File: config.mk
export PLATFORM = sky130hd
export DESIGN_NAME = apb_slave_regfile
export DESIGN_NICKNAME = d
export VERILOG_FILES = /design/src/rtl/apb_noc_pkg.sv /design/src/rtl/apb_regfile_mem.sv /design/src/rtl/apb_slave_regfile.sv
export SDC_FILE = /design/constraint.sdc
export NUM_CORES = 1
export LEC_CHECK = 0
export ABC_AREA = 1
export ABC_CLOCK_PERIOD_IN_PS = 2900
export BUFFER_PORTS_ARGS = -buffer_cell sky130_fd_sc_hd__buf_2
export CAP_MARGIN = 20
export CORE_ASPECT_RATIO = 0.8
export CORE_MARGIN = 1
export CORE_UTILIZATION = 26
export DETAILED_ROUTE_END_ITERATION = 7
export HOLD_SLACK_MARGIN = 0.05
export PLACE_DENSITY = 0.46
export SETUP_SLACK_MARGIN = 0.05
export SYNTH_ARGS = -nofsm -noshare
export SYNTH_HDL_FRONTEND = slang
export SYNTH_SLANG_ARGS = --single-unit
File: constraint.sdc
create_clock -name clk -period 2.9 [get_ports clk]
set_input_delay 0.435 -clock clk [delete_from_list [all_inputs] [get_ports clk]]
set_output_delay 0.435 -clock clk [all_outputs]
set_load 0.01 [all_outputs]
File: src/rtl/apb_noc_pkg.sv
// Purpose : shared APB/NoC definitions: FSM state encoding, default bus widths, wait-state helper.
// Latency : n/a (types and constants only).
// Backpr. : n/a.
// Contents: apb_state_e (IDLE=0, SETUP=1, ACCESS=2), APB_ADDR_W/APB_DATA_W defaults used by
//           both the NoC APB master and the register-file completer, apb_eff_wait() clamp.
package apb_noc_pkg;

  localparam int          APB_ADDR_W   = 8;
  localparam int          APB_DATA_W   = 8;
  // The wait counter in the completer is 4 bits wide.
  localparam int unsigned APB_WAIT_MAX = 15;

  // The encoding is shared with the master. The completer never rests in SETUP.
  // It takes the setup phase on the accept edge so that a zero-wait transfer still
  // finishes in the standard two bus cycles with a registered PREADY.
  typedef enum logic [1:0] {
    ST_IDLE   = 2'd0,
    ST_SETUP  = 2'd1,
    ST_ACCESS = 2'd2
  } apb_state_e;

  // Effective number of PREADY-low access cycles. It is zero when wait states are
  // compiled out, and it is clamped to what the 4-bit counter can hold.
  function automatic int unsigned apb_eff_wait(input int unsigned cycles, input bit en);
    if (!en) begin
      return 0;
    end
    return (cycles > APB_WAIT_MAX) ? APB_WAIT_MAX : cycles;
  endfunction

endpackage

File: src/rtl/apb_regfile_mem.sv
// Purpose : DEPTH x DATA_W register array behind the APB completer.
// Latency : write commits on the clock edge; read is combinational from idx_i.
// Backpr. : none, every request is taken; the caller gates we_i.
// Ports   : clk_i/reset_i (sync, active-high clear of every entry), we_i/idx_i/wdata_i write
//           port, rdata_o combinational read of entry idx_i (same index as the write port).
module apb_regfile_mem #(
  parameter int DEPTH  = 64,
  parameter int DATA_W = 8,
  parameter int IDX_W  = 6
) (
  input  logic              clk_i,
  input  logic              reset_i,
  input  logic              we_i,
  input  logic [IDX_W-1:0]  idx_i,
  input  logic [DATA_W-1:0] wdata_i,
  output logic [DATA_W-1:0] rdata_o
);

  logic [DATA_W-1:0] mem_q [DEPTH];

  always_ff @(posedge clk_i) begin
    if (reset_i) begin
      for (int i = 0; i < DEPTH; i++) begin
        mem_q[i] <= '0;
      end
    end else if (we_i) begin
      mem_q[idx_i] <= wdata_i;
    end
  end

  // An out-of-range index only occurs when the top has already flagged an error.
  // In that case the top discards rdata_o.
  assign rdata_o = mem_q[idx_i];

endmodule

File: src/rtl/apb_slave_regfile.sv
// Purpose : APB completer serving a DEPTH x DATA_W register file at a NoC endpoint.
// Latency : setup in cycle N, pready in cycle N+1+W (W = WAIT_CYCLES with APB_SLV_WAIT_EN, else 0).
// Backpr. : stalls the master by holding pready low for W access cycles; psel drop aborts the transfer.
// Config  : `define APB_SLV_WAIT_EN to enable programmable wait states. Without it the
//           transfer is zero-wait and the counter and latches are absent.
// Ports   : clk, reset (sync, active-high); psel/penable/pwrite/paddr/pwdata from the master;
//           pready (one-cycle registered strobe), prdata (read data, 0 on writes/errors),
//           pslverr (out-of-range address or penable without setup), both valid with pready.
module apb_slave_regfile
  import apb_noc_pkg::*;
#(
  parameter int          ADDR_W      = APB_ADDR_W,
  parameter int          DATA_W      = APB_DATA_W,
  parameter int          DEPTH       = 64,
  parameter int unsigned WAIT_CYCLES = 2
) (
  input  logic              clk,
  input  logic              reset,
  input  logic              psel,
  input  logic              penable,
  input  logic              pwrite,
  input  logic [ADDR_W-1:0] paddr,
  input  logic [DATA_W-1:0] pwdata,
  output logic              pready,
  output logic [DATA_W-1:0] prdata,
  output logic              pslverr
);

`ifdef APB_SLV_WAIT_EN
  localparam bit WAIT_EN = 1'b1;
`else
  localparam bit WAIT_EN = 1'b0;
`endif
  localparam int unsigned WAIT_EFF = apb_eff_wait(WAIT_CYCLES, WAIT_EN);
  localparam int          IDX_W    = (DEPTH > 1) ? $clog2(DEPTH) : 1;

  // Registered FSM state and outputs.
  apb_state_e        state_q;
  logic              pready_q;
  logic              pslverr_q;
  logic [DATA_W-1:0] prdata_q;

`ifdef APB_SLV_WAIT_EN
  // The transfer is captured at setup so that bus changes during the wait states are ignored.
  logic [3:0]        cnt_q;
  logic [ADDR_W-1:0] addr_q;
  logic              write_q;
  logic [DATA_W-1:0] wdata_q;
`endif

  // Decode and next-state values for the response registers.
  logic              accept;
  logic              proto_err;
  logic              abort;
  logic              finish;
  logic              complete;
  logic [ADDR_W-1:0] cur_addr;
  logic              cur_write;
  logic [DATA_W-1:0] cur_wdata;
  logic              cur_ok;
  logic              mem_we;
  logic [IDX_W-1:0]  mem_idx;
  logic [DATA_W-1:0] mem_rdata;
  logic              pslverr_d;
  logic [DATA_W-1:0] prdata_d;

  always_comb begin
    // A setup is taken from IDLE or from the completion cycle. The second case allows
    // back-to-back transfers even if the master drops penable early.
    accept    = psel && !penable &&
                ((state_q == ST_IDLE) || ((state_q == ST_ACCESS) && pready_q));
    proto_err = psel && penable && (state_q == ST_IDLE);

`ifdef APB_SLV_WAIT_EN
    abort     = (state_q == ST_ACCESS) && !pready_q && !psel;
    finish    = (state_q == ST_ACCESS) && !pready_q && psel && (cnt_q <= 4'd1);
    cur_addr  = accept ? paddr  : addr_q;
    cur_write = accept ? pwrite : write_q;
    cur_wdata = accept ? pwdata : wdata_q;
`else
    // ACCESS without pready cannot occur in the zero-wait build.
    // If it ever does, this term returns the FSM to IDLE.
    abort     = (state_q == ST_ACCESS) && !pready_q;
    finish    = 1'b0;
    cur_addr  = paddr;
    cur_write = pwrite;
    cur_wdata = pwdata;
`endif

    // With zero waits the response is decided on the accept edge itself.
    complete  = (accept && (WAIT_EFF == 0)) || finish;
    cur_ok    = (32'(cur_addr) < 32'(DEPTH));
    mem_idx   = cur_addr[IDX_W-1:0];
    mem_we    = complete && cur_write && cur_ok;
    pslverr_d = complete && !cur_ok;
    prdata_d  = (complete && !cur_write && cur_ok) ? mem_rdata : '0;
  end

  always_ff @(posedge clk) begin
    if (reset) begin
      state_q   <= ST_IDLE;
      pready_q  <= 1'b0;
      pslverr_q <= 1'b0;
      prdata_q  <= '0;
`ifdef APB_SLV_WAIT_EN
      cnt_q     <= 4'd0;
      addr_q    <= '0;
      write_q   <= 1'b0;
      wdata_q   <= '0;
`endif
    end else if (accept) begin
      state_q   <= ST_ACCESS;
      pready_q  <= complete;
      pslverr_q <= pslverr_d;
      prdata_q  <= prdata_d;
`ifdef APB_SLV_WAIT_EN
      cnt_q     <= 4'(WAIT_EFF);
      addr_q    <= paddr;
      write_q   <= pwrite;
      wdata_q   <= pwdata;
`endif
    end else begin
      case (state_q)
        ST_IDLE: begin
          // penable without a preceding setup: flag the error and do nothing else.
          if (proto_err) begin
            state_q   <= ST_ACCESS;
            pready_q  <= 1'b1;
            pslverr_q <= 1'b1;
            prdata_q  <= '0;
          end
        end
        ST_ACCESS: begin
          if (pready_q || abort) begin
            // The response is held for exactly one cycle, then everything returns to zero.
            state_q   <= ST_IDLE;
            pready_q  <= 1'b0;
            pslverr_q <= 1'b0;
            prdata_q  <= '0;
`ifdef APB_SLV_WAIT_EN
            cnt_q     <= 4'd0;
`endif
          end else if (finish) begin
            pready_q  <= 1'b1;
            pslverr_q <= pslverr_d;
            prdata_q  <= prdata_d;
`ifdef APB_SLV_WAIT_EN
            cnt_q     <= 4'd0;
`endif
          end
`ifdef APB_SLV_WAIT_EN
          else begin
            cnt_q <= cnt_q - 4'd1;
          end
`endif
        end
        default: begin
          state_q   <= ST_IDLE;
          pready_q  <= 1'b0;
          pslverr_q <= 1'b0;
          prdata_q  <= '0;
        end
      endcase
    end
  end

  apb_regfile_mem #(
    .DEPTH  (DEPTH),
    .DATA_W (DATA_W),
    .IDX_W  (IDX_W)
  ) u_mem (
    .clk_i   (clk),
    .reset_i (reset),
    .we_i    (mem_we),
    .idx_i   (mem_idx),
    .wdata_i (cur_wdata),
    .rdata_o (mem_rdata)
  );

  assign pready  = pready_q;
  assign pslverr = pslverr_q;
  assign prdata  = prdata_q;

endmodule

# ---- Yosys cells after proc, flatten, opt, wreduce, memory -nomap -nowiden
# Memory sizes are Yosys's and may differ from the RTL's.
# Index checks and enable logic that the tools add are counted.
dict set report word_totals {
  register_bits 12
  mem_bits_rw 512
  out_inout_bits 10
  elab_cells 56
  memories 1
}
dict set report classes {
  order_cmp 1
  eq_ne 5
  muxes 22
  reduce_logical 22
}
# name words width rd rd_clocked_by_memory_dff wr line
set mem_list {}
lappend mem_list {u_mem.mem_q 64 8 1 0 64 apb_regfile_mem.sv:19} ;# logic [DATA_W-1:0] mem_q [DEPTH];
# op count
set ops {}
lappend ops {{2-to-1 mux 8 bit} 5}
lappend ops {{one-hot mux 8 bit (2 select lines)} 1}
lappend ops {{logical AND 1 bit} 11}
lappend ops {{2-to-1 mux 1 bit} 10}
lappend ops {{< comparator 8 x 7 -> 1 bit (second input constant)} 1}
lappend ops {{OR reduction 8 bit} 1}
lappend ops {{2-to-1 mux 2 bit} 3}
lappend ops {{2-to-1 mux 6 bit} 1}
lappend ops {{logical NOT 1 bit} 4}
lappend ops {{one-hot mux 2 bit (2 select lines)} 1}
lappend ops {{AND reduction 2 bit} 2}
lappend ops {{inequality test 3 x 2 -> 1 bit (second input constant)} 1}
lappend ops {{inequality test 3 bit (second input constant)} 1}
lappend ops {{== test 2 bit (second input constant)} 1}
lappend ops {{logical NOT 2 bit} 1}
lappend ops {{logical OR 1 bit} 2}
lappend ops {{inequality test 2 x 1 -> 1 bit (second input constant)} 1}
lappend ops {{inequality test 2 bit (second input constant)} 1}
lappend ops {{one-hot mux 1 bit (2 select lines)} 1}
lappend ops {{OR reduction 2 bit} 1}

# ---- Logic depth before layout (Yosys ltp)
dict set report logic_depth {
  ltp_word 11
  ltp_mapped 15
  ltp_nobuf 13
}

# ---- Hierarchy
# From an unflattened synthesis, not the netlist that was laid out.
dict set report hier_totals {
  hier_cells 2856
  area_unflattened_um2 24753.7
}
# mod instances cells_per_inst area_each_um2
set modules_own_cells {}
lappend modules_own_cells {apb_regfile_mem 1 2805 24332.1}
lappend modules_own_cells {apb_slave_regfile 1 51 421.7}

# ---- Worst setup path after synthesis
# No wires, ideal clock.
dict set report synth_timing {
  kind {input-to-reg}
  from {input port paddr[1]}
  to {memory u_mem.mem_q[46][0], enable pin}
  setup_time_ns 0.329
  arrival_ns 1.932
  setup_slack_ns 0.639
  stages 6
  path_buffers 2
  path_cell_list {buf_2 buf_4 nand2_1 nor3_2 nand2_2 nand2_1}
}
# item line
set synth_rtl {}
lappend synth_rtl {{from (decl)} apb_slave_regfile.sv:22} ;# input logic [ADDR_W-1:0] paddr,
lappend synth_rtl {{to (decl)} apb_regfile_mem.sv:19}

==> results.cfg <==
[layout]
finish.net_count = 2890
finalInstanceArea_um2 = 28400
area_growth_pct = 15.3
drive_gt1_share_pct = 9.24
nFillCells = 9932

[place]
postPlaceCellArea_um2 = 26600
placement.io_buffers = 30
gp_congestion = 0.788
dp_hpwl_um = 48700

[timing]
max_slew.worst_pin.slew_ns = 0.846
setup_viol = 0
finalHoldWorstSlack_ns = 0.176
slew_violations = 0
relSlewSlack_pct = 43.6
fin_crit_ns = 2.68
rsz0062_at_grt = false
finalHoldViolCount = 0
skew_ns = 0.0155
fin_crit_sh_pct = 92.4
max_freq_ghz = 0.373

[critical_path]
cp-start-kind = input pin
cp_slowest_cell = dlygate4sd3_1
crit_family = simple AND/OR/NAND/NOR gates
critical_path_class = input pin to flop
end_kind = flop
arrival_ns = 2.95
reg2reg_slack_ns = 1.21
r2r_end = prdata[0]
path_max_fanout = 9
critPathBufInv = 5
crit_top_cell = nand2_1
r2r_cells = 9
worstReg2RegStart = u_mem.mem_q[16][0]
crit_required_ns = 3.17
slowest_delay_ns = 0.54
path_cells = dlygate4sd3_1, buf_2, nor2_1, nand2_1, inv_1, nand3_1, buf_4, nor4_4, buf_12, nand2_2, nand2_1

[grt]
grt_pass1_wl_um = 118000
antenna_found_initial = 6
overflow = 0
grt_max_degree = 126
grt_pass1_vias = 17700
grt_usage_pct = 16.3

[route]
first_pass_iters = 8
vias_per_cell = 4.51
ant_nets = 0
drc_errors = 0
routed-via-count = 18700
initialDrtViolationCount = 1873
finalWirelength_um = 78100
avgRoutedWirePerCell_um = 18.9

[floorplan]
pin_count = 31
dieArea_um2 = 95900
rows = 100
die_w_um = 346
initial_core_util_pct = 26.4
core_area_um2 = 93300
die_h_um = 277

[clock_tree]
clk_latency_ns = 0.62
cts_root_buf = clkbuf_16
cts_sinks = 522
h-tree-depth = 2
path_clk_slew_ns = 0.06
numCtsBuffers = 55
cts_tree = yes
clockBufferDepth = 3

[pwr]
ir_drop_mv = 0.407
p_leak_uw = 0.0123
power.density_nw_per_um2 = 607

[synth]
synth_area_leader_cell = edfxtp_1
syn_area_um2 = 24600
synth_ff_type = edfxtp_1
syn_inst = 2844
synth_top_area_share_pct = 62.5
syn_avg_cell_area_um2 = 8.65
ys_warn_count = 0
yosysMostFrequentCell = nand2_1
synthesis.nets = 2865
synth-edff-count = 512
ys_seq_area_share_pct = 63.3
async_reset_ff_share_pct = 0
yosys_register_bits = 522
yosys-top-cells-count = nand2_1 (1,489), nor2_1 (543), edfxtp_1 (512)
ys_types = 24
synthTopCellsByArea = edfxtp_1 (62%), nand2_1 (23%), nor2_1 (8.3%), clkbuf_1 (1.9%), dfxtp_1 (0.81%)

[worst_hold_path]
min_delay_path_depth = 4
hp-class = input pin to flop
hold-path-endpoint = pslverr
min_from = paddr[6]

[flow_run]
maxCapViolations = 0

[run_status]
outcome = finished, final reports clean
-- layout by cell type (no fill, tap or decap) --
cell type      netlist  final
buf_8                0      2
inv_6                0      1
nand2_2             31     31
nand4_1              1      1
nor3_1               6      1
inv_1               21     20
a32o_1               1      1
nor2_4               1      1
buf_12               0     14
nor4_4               2      2
inv_8                0      1
edfxtp_1           512    512
o21ai_0              8      8
diode_2              0      2
nand2_1           1489   1489
buf_2               24     28
dfxtp_1             10     10
o211ai_1             6      6
or2_2                5      5
nor3_2               8     13
buf_4                2     87
clkinv_2             0     18
nand4_2              2      2
dlygate4sd3_1        0      2
clkbuf_16            0     57
inv_4                0      1
nand3_1             19     19
clkinv_1             0     13
nor4_1               1      1
clkbuf_1           123     15
nor2_1             543    543
a211oi_1             1      1
inv_2               12      2
bufinv_16            0      4
-- worst min-delay path: cells and delay by family --
kind / cells / cell delay (ns)
simple gates: 2 / 0.12
compound gates: 1 / 0.13
buf+inv: 1 / 0.08
-- worst max path at each step --
stage,startpoint,to,cells after the start
after floorplan,paddr[1],u_mem.mem_q[46][0],6
after CTS,penable,u_mem.mem_q[41][1],11
final,penable,u_mem.mem_q[41][1],11
after global routing,penable,u_mem.mem_q[41][1],11
after global placement,psel,u_mem.mem_q[32][5],9
after detailed placement,psel,u_mem.mem_q[41][1],11
-- power by group --
part	switching, uW	total [uW]	internal (uW)
Clock	3090	7020	3930
Sequential	103	8730	8630
Combinational	1120	1480	358
-- metal layers --
layer	share of wire [%]	GRT usage, %	routed length (um)	vias to the layer above
met1	52	26.4	40700	8956
li1	-	-	-	9071
met2	40	22.2	31100	553
met3	6.5	2.44	5110	79
met4	1.6	3.35	1250	0
met5	0	0	0	-
-- state kept, by name (all words and copies together) (netlist names) --
register     flops
u_mem.mem_q    512
prdata           8
pslverr          1
state_q          1
-- per-stage QoR --
stage / setup TNS (ns) / utilization, % / instances / power [uW] / setup WS [ns]
finish: 0 / 30.4 / 4137 / 17200 / 0.220
global route: 0 / 30.4 / 4135 / 17800 / 0.130
CTS: 0 / 30.4 / 4135 / 17400 / 0.300
detailed placement: 0 / 28.5 / 4034 / 10400 / 0.184
global placement: -14.48 / 28.5 / 4033 / 10400 / -0.362
floorplan: 0 / - / 2844 / 9770 / 0.639
-- final cells by class --
class / instances / area (um^2) / share of cell area, %
Timing Repair Buffer: 133 / 1120 / 3.96
Inverter: 33 / 145 / 0.512
Multi-Input combinational cell: 2124 / 8280 / 29.2
Antenna cell: 2 / 5.00 / 0.0176
Clock buffer: 72 / 1480 / 5.23
Sequential cell: 522 / 15600 / 54.9
Tap cell: 1224 / 1530 / 5.40
Clock inverter: 27 / 223 / 0.785
-- kinds of logic (layout without fill, tap and decap cells) --
family	count (synthesis)	count (layout)	synth area share (%)
other	0	2	0
and+or+nand+nor	2108	2108	33.1
buffers and inverters	198	265	3.17
DFF	522	522	63.3
AOI/OAI and AO/OA	16	16	0.417
-- repair_timing --
item	CTS	global route
endpoints found under the hold margin	1	0
setup endpoints to repair	0	0
buffers inserted	0	0
hold buffers	2	0
gates resized for setup	0	0
Note: power is estimated with default switching activity, not from simulation.
